<file path="config.mk">
export PLATFORM = sky130hd
export DESIGN_NAME = dsp_mac_pipe
export DESIGN_NICKNAME = d
export VERILOG_FILES = /design/src/rtl/dsp_mac_pipe.sv
export SDC_FILE = /design/constraint.sdc
export NUM_CORES = 1
export LEC_CHECK = 0
export CAP_MARGIN = 20
export CELL_PAD_IN_SITES_DETAIL_PLACEMENT = 1
export CELL_PAD_IN_SITES_GLOBAL_PLACEMENT = 2
export CORE_UTILIZATION = 35
export DETAILED_ROUTE_END_ITERATION = 10
export PLACE_DENSITY_LB_ADDON = 0.1
export SKIP_LAST_GASP = 1
export SYNTH_ARGS = -nofsm -noshare
export SYNTH_HDL_FRONTEND = slang
export SYNTH_SLANG_ARGS = --single-unit
export TNS_END_PERCENT = 100
</file>
<file path="constraint.sdc">
create_clock -name clk -period 6.1 [get_ports clk]
set_input_delay 1.22 -clock clk [delete_from_list [all_inputs] [get_ports clk]]
set_output_delay 1.22 -clock clk [all_outputs]
set_load 0.01 [all_outputs]
</file>
<file path="src/rtl/dsp_mac_pipe.sv">
// dsp_mac_pipe: pre-add / multiply / post-add DSP slice.
//   p = b * (a -/+ d) + {0 | c | pci | p}
// The pipeline has four register stages: S1 inputs, S2 pre-adder, S3 multiplier, S4 post-adder and p.
// Each sample's control (opmode, acc_clr) and its c operand move down the pipe with the sample.
// pci is not registered. It is sampled in S4, so p of one slice can feed pci of the next slice.
// Optional build macro DSP_MAC_SAT_EN: when defined, the post-adder saturates and drives ovf.
// When the macro is undefined, the post-adder wraps and ovf is tied to 0.
//
// Handshake: in_valid marks a sample on the inputs in that cycle. There is no ready signal and no stall.
// out_valid pulses for one cycle each time p takes a new result. On a bubble, p and ovf hold.

module dsp_mac_pipe #(
    parameter int DW      = 8,
    parameter int BW      = 18,
    parameter int PW      = 32,
    parameter int PRE_SUB = 1
) (
    input  logic          clk,
    input  logic          rst_n,
    input  logic          in_valid,
    input  logic [DW-1:0] a,
    input  logic [DW-1:0] d,
    input  logic [BW-1:0] b,
    input  logic [PW-1:0] c,
    input  logic [PW-1:0] pci,
    input  logic [1:0]    opmode,
    input  logic          acc_clr,
    output logic          out_valid,
    output logic [PW-1:0] p,
    output logic          ovf
);

    localparam int PREW = DW + 2;       // pre-adder result width
    localparam int MW   = BW + DW + 2;  // exact product width

    localparam logic [1:0] OP_NONE = 2'b00;
    localparam logic [1:0] OP_C    = 2'b01;
    localparam logic [1:0] OP_PCI  = 2'b10;
    localparam logic [1:0] OP_ACC  = 2'b11;

    // ---------------- S1: input registers ----------------
    logic signed [DW:0]   a1, d1;
    logic signed [BW-1:0] b1;
    logic signed [PW-1:0] c1;
    logic [1:0]           op1;
    logic                 clr1, v1;

    // S1 registers the inputs. a and d are zero-extended because they are unsigned samples.
    always_ff @(posedge clk or negedge rst_n) begin
        if (!rst_n) begin
            a1   <= '0;
            d1   <= '0;
            b1   <= '0;
            c1   <= '0;
            op1  <= '0;
            clr1 <= 1'b0;
            v1   <= 1'b0;
        end else begin
            a1   <= $signed({1'b0, a});
            d1   <= $signed({1'b0, d});
            b1   <= $signed(b);
            c1   <= $signed(c);
            op1  <= opmode;
            clr1 <= acc_clr;
            v1   <= in_valid;
        end
    end

    // ---------------- S2: pre-adder ----------------
    logic signed [PREW-1:0] pre_nxt;
    logic signed [PREW-1:0] pre2;
    logic signed [BW-1:0]   b2;
    logic signed [PW-1:0]   c2;
    logic [1:0]             op2;
    logic                   clr2, v2;

    // The pre-adder is one bit wider than its operands, so a - d and a + d never overflow.
    always_comb begin
        pre_nxt = '0;
        if (PRE_SUB != 0) begin
            pre_nxt = PREW'(a1) - PREW'(d1);
        end else begin
            pre_nxt = PREW'(a1) + PREW'(d1);
        end
    end

    // S2 registers the pre-adder result and moves the coefficient and control on by one stage.
    always_ff @(posedge clk or negedge rst_n) begin
        if (!rst_n) begin
            pre2 <= '0;
            b2   <= '0;
            c2   <= '0;
            op2  <= '0;
            clr2 <= 1'b0;
            v2   <= 1'b0;
        end else begin
            pre2 <= pre_nxt;
            b2   <= b1;
            c2   <= c1;
            op2  <= op1;
            clr2 <= clr1;
            v2   <= v1;
        end
    end

    // ---------------- S3: multiplier ----------------
    logic signed [MW-1:0] m3;
    logic signed [PW-1:0] c3;
    logic [1:0]           op3;
    logic                 clr3, v3;

    // S3 registers the exact signed product b * pre. MW bits cannot overflow for any operand values.
    always_ff @(posedge clk or negedge rst_n) begin
        if (!rst_n) begin
            m3   <= '0;
            c3   <= '0;
            op3  <= '0;
            clr3 <= 1'b0;
            v3   <= 1'b0;
        end else begin
            m3   <= MW'(b2) * MW'(pre2);
            c3   <= c2;
            op3  <= op2;
            clr3 <= clr2;
            v3   <= v2;
        end
    end

    // ---------------- S4: post-adder ----------------
    logic signed [PW-1:0] m_ext;
    logic signed [PW-1:0] src;

    // Select the post-adder source for the sample now in S4.
    // In accumulate mode, acc_clr starts a new sum from zero.
    always_comb begin
        m_ext = PW'(m3);
        src   = '0;
        case (op3)
            OP_NONE: src = '0;
            OP_C:    src = c3;
            OP_PCI:  src = $signed(pci);
            OP_ACC:  src = clr3 ? '0 : $signed(p);
            default: src = '0;
        endcase
    end

`ifdef DSP_MAC_SAT_EN
    localparam logic signed [PW-1:0] P_MAX = {1'b0, {(PW-1){1'b1}}};
    localparam logic signed [PW-1:0] P_MIN = {1'b1, {(PW-1){1'b0}}};

    logic signed [PW:0]   sum;
    logic                 sum_ovf;
    logic signed [PW-1:0] sum_sat;

    // The sum is computed one bit wider than p. When its top two bits differ, the result is clamped.
    always_comb begin
        sum     = (PW+1)'(m_ext) + (PW+1)'(src);
        sum_ovf = (sum[PW] != sum[PW-1]);
        sum_sat = sum[PW-1:0];
        if (sum_ovf) begin
            sum_sat = sum[PW] ? P_MIN : P_MAX;
        end
    end

    // p, ovf and out_valid update only for valid samples. A bubble leaves the accumulator unchanged.
    always_ff @(posedge clk or negedge rst_n) begin
        if (!rst_n) begin
            p         <= '0;
            ovf       <= 1'b0;
            out_valid <= 1'b0;
        end else begin
            out_valid <= v3;
            if (v3) begin
                p   <= sum_sat;
                ovf <= sum_ovf;
            end
        end
    end
`else
    logic signed [PW-1:0] sum;

    // Without saturation, only the low PW bits of the sum are kept, so the result wraps.
    always_comb begin
        sum = m_ext + src;
    end

    // p and out_valid update only for valid samples. A bubble leaves the accumulator unchanged.
    always_ff @(posedge clk or negedge rst_n) begin
        if (!rst_n) begin
            p         <= '0;
            out_valid <= 1'b0;
        end else begin
            out_valid <= v3;
            if (v3) begin
                p <= sum;
            end
        end
    end

    assign ovf = 1'b0;
`endif

endmodule

</file>
==> flow_metrics.tcl <==
set metrics [dict create \
    avgSynthCellArea_um2 11.2 \
    power_frac_comb_pct 67.3 \
    post-cts-setup-buffers 0 \
    tritoncts "built" \
    cts_made_buffers 28 \
    routedWlPerCell_um 19.2 \
    r2r_slack_ns 0.56 \
    multi_input_area_um2 7960 \
    cellPowerDensity_nw_per_um2 677 \
    timing.slew.headroom_pct 42.1 \
    min_period_over_period_pct 90.7 \
    power_frac_seq_pct 18.5 \
    finalHoldViolCount 0 \
    critPathLaunchType "register" \
    grt_pass1_vias 10700 \
    leakagePower_nw 8.01 \
    grt_pass1_wl_um 60300 \
    hp-start "c2[6]$_DFF_PN0_" \
    synth_area_leader_cell "dfrtp_1" \
    worstPathMaxFanout 16 \
    antenna_found_initial 0 \
    cts_resized 0 \
    syn-num-nets 1609 \
    clk_path_buf_depth 3 \
    yosysSeqAreaShare_pct 40.0 \
    synth_common_cells "dfrtp_1 (229), fa_1 (135), inv_1 (120)" \
    dr.pass1.iters 4 \
    r2r_end "m3[26]$_DFF_PN0_" \
    hold_class "reg -> reg" \
    synth_cell_types 61 \
    die_area_um2 41800 \
    synth_edf_count 0 \
    vias 9417 \
    fin_skew_ns 0.0132 \
    power.switching_mw 5.12 \
    status "finished clean" \
    cts.sink_count 229 \
    track_usage_pct 18.8 \
    p_int_mw 6.52 \
    netlist_area_um2 14300 \
    io_buffers 136 \
    pwr-share-clk_pct 14.2 \
    clk_latency_ns 0.57 \
    avgViaCountPerCell 4.83 \
    synth_ff_type "dfrtp_1" \
    seqCellArea_um2 5730 \
    netlist_instances 1275 \
    grt_overflow 0 \
    num-fill-cells 4342 \
    final-max-slew-violation-count 0 \
    ctsHoldBuffers 0 \
    fin_nets 1738 \
    gp_congestion 0.795 \
    yosysWarnings 0 \
    clk_transition_reported_paths_ns 0.06 \
    drv_cap 0 \
    die_w_um 204 \
    syn_to_final_growth_pct 20.0 \
    num_antenna_cells 0 \
    max_freq_mhz 181 \
    irDropWorstVdd_mv 0.390 \
    finalCriticalPeriod_ns 5.54 \
    async_flop_share_pct 100 \
    tightest_slew_ns 0.865 \
    end_kind "register" \
    coreArea_um2 40100 \
    r2r-start "pre2[8]$_DFF_PN0_" \
    cp.arrival_ns 6.02 \
    io_pins 138 \
    routed_wl_um 37500 \
    first_iter_violations 304 \
    hold_path_depth 0 \
    initial_utilization_pct 35.7 \
    ys_seq_elements 229 \
    route.detailed.drc 0 \
    rr_worst_depth 16 \
    pre_cts_slack_ns 0.521 \
    synth.most_common_cell "dfrtp_1" \
    setup_ws_ns 0.564 \
    worst-setup-path-type "reg -> reg" \
    place_hpwl_um 29400 \
    yosys.area.top_type_share_pct 40.0 \
    die_h_um 204 \
    synth.top_cells.by_area "dfrtp_1 (40%), fa_1 (19%), ha_1 (8.3%), and2_1 (3.5%), inv_1 (3.1%)" \
    ant_nets 0 \
    swShare_pct 44.0 \
    setup_tns_ns 0 \
    worst_ep_required_time_ns 6.59 \
    root_buffer "clkbuf_16" \
    grt_max_degree 160 \
    layout-drive-gt1-share_pct 6.81 \
    grt_setup_unrepaired "no" \
    setup_viol 0 \
    min_to "c3[6]$_DFF_PN0_" \
    htreeDepth 1 \
    rows 73 \
]
-- cells by family after synthesis --
family | share of synthesized area [%]
adder cells (fa/ha/maj) | 27.2
buffers and inverters | 4.48
multiplexers | 2.92
XOR/XNOR | 3.54
AO/OA/AOI/OAI | 9.98
AND/OR/NAND/NOR | 11.9
other | 0.0262
flip-flops | 40.0
-- metal layers --
layer	vias up	GRT usage (%)	part of all wire [%]
li1	4452	-	-
met1	4798	25.0	46
met2	125	32.6	49
met3	42	2.33	3.1
met4	0	4.24	2.1
met5	-	0	0
-- cells in the final DEF, fill, tap and decap left out, types with 3 or more instances in the layout --
cell type / Yosys / final
nand2_1: 112 / 112
clkinv_2: 0 / 5
xnor2_1: 39 / 39
a22o_1: 15 / 15
clkdlybuf4s50_1: 0 / 135
mux2_2: 22 / 22
fa_1: 135 / 135
a21oi_1: 56 / 56
nor2_1: 48 / 48
clkbuf_8: 0 / 5
a211o_1: 4 / 4
o211ai_1: 6 / 6
a31o_2: 8 / 8
nand3_1: 13 / 13
inv_1: 120 / 120
dfrtp_1: 229 / 228
nor2b_1: 24 / 24
mux2i_1: 17 / 17
xor2_1: 19 / 19
and3_1: 4 / 4
a31oi_1: 8 / 8
a211oi_1: 7 / 7
nor3b_1: 3 / 3
nand3b_1: 11 / 11
o21a_1: 9 / 9
clkbuf_1: 36 / 4
a21o_1: 26 / 26
nand4_1: 6 / 6
o21ai_0: 42 / 42
clkbuf_16: 0 / 28
a21boi_0: 3 / 3
ha_1: 95 / 95
o21bai_1: 3 / 3
nand2b_1: 18 / 18
o21ai_1: 6 / 6
nor3_1: 8 / 8
o31ai_1: 4 / 4
and2_1: 81 / 81
buf_4: 1 / 8
-- registers in the layout, indices dropped and copies added, names as in the netlist, 2 cells and up --
register  flops
op3           2
a1            8
p            32
pre2          9
d1            8
c2           32
m3           27
op2           2
c1           32
b2           18
c3           32
op1           2
b1           18
-- worst max-delay path: stages (launching register included) --
cell	delay [ns]
dfrtp_1	0.45
inv_1	0.41
nor2_1	0.15
fa_1	0.53
fa_1	0.52
fa_1	0.52
fa_1	0.49
ha_1	0.31
ha_1	0.39
a2111oi_0	0.40
o21ai_0	0.13
or3b_2	0.25
a41o_1	0.20
nand4_1	0.14
a31o_2	0.24
a21oi_1	0.17
xnor2_1	0.15
-- metrics by stage --
| stage | util (%) | cell area, um^2 | hold WS [ns] | power, mW | cells |
|---|---|---|---|---|---|
| 2_1_floorplan | - | 14300 | 0.331 | 8.06 | 1275 |
| 3_3_place_gp | 40.5 | 16300 | 0.333 | 10.0 | 1899 |
| 3_5_place_dp | 40.5 | 16300 | 0.336 | 10.1 | 1899 |
| 4_1_cts | 42.9 | 17200 | 0.343 | 11.9 | 1949 |
| 5_1_grt | 42.9 | 17200 | 0.349 | 13.0 | 1949 |
| 6_report | 42.9 | 17200 | 0.343 | 11.6 | 1949 |
-- power groups by stage --
stage          logic (mW)  registers (mW)  clock network (mW)
5_1_grt              9.01            2.19                1.78
2_1_floorplan        5.97            2.10                   0
4_1_cts              8.00            2.16                1.73
3_5_place_dp         7.89            2.19                   0
3_3_place_gp         7.84            2.18                   0
6_report             7.83            2.15                1.66
-- area by class of cell --
type	count	area share, %
clock buffer	37	4.56
clock inverter	13	0.910
inverter	122	2.66
multi-input combinational	878	46.3
sequential	229	33.3
tap	525	3.82
timing repair buffer	145	8.41
-- worst max path at each step --
stage	from	to	slack, ns	depth (start not counted)
floorplan	pre2[8]$_DFF_PN0_	m3[26]$_DFF_PN0_	0.99	17
global placement	pre2[0]$_DFF_PN0_	m3[26]$_DFF_PN0_	0.67	18
detailed placement	pre2[8]$_DFF_PN0_	m3[26]$_DFF_PN0_	0.52	16
CTS	pre2[8]$_DFF_PN0_	m3[26]$_DFF_PN0_	0.52	16
global route	pre2[0]$_DFF_PN0_	m3[26]$_DFF_PN0_	0.21	18
finish	pre2[8]$_DFF_PN0_	m3[26]$_DFF_PN0_	0.56	16
No activity file was read; power rests on OpenSTA's default activity.
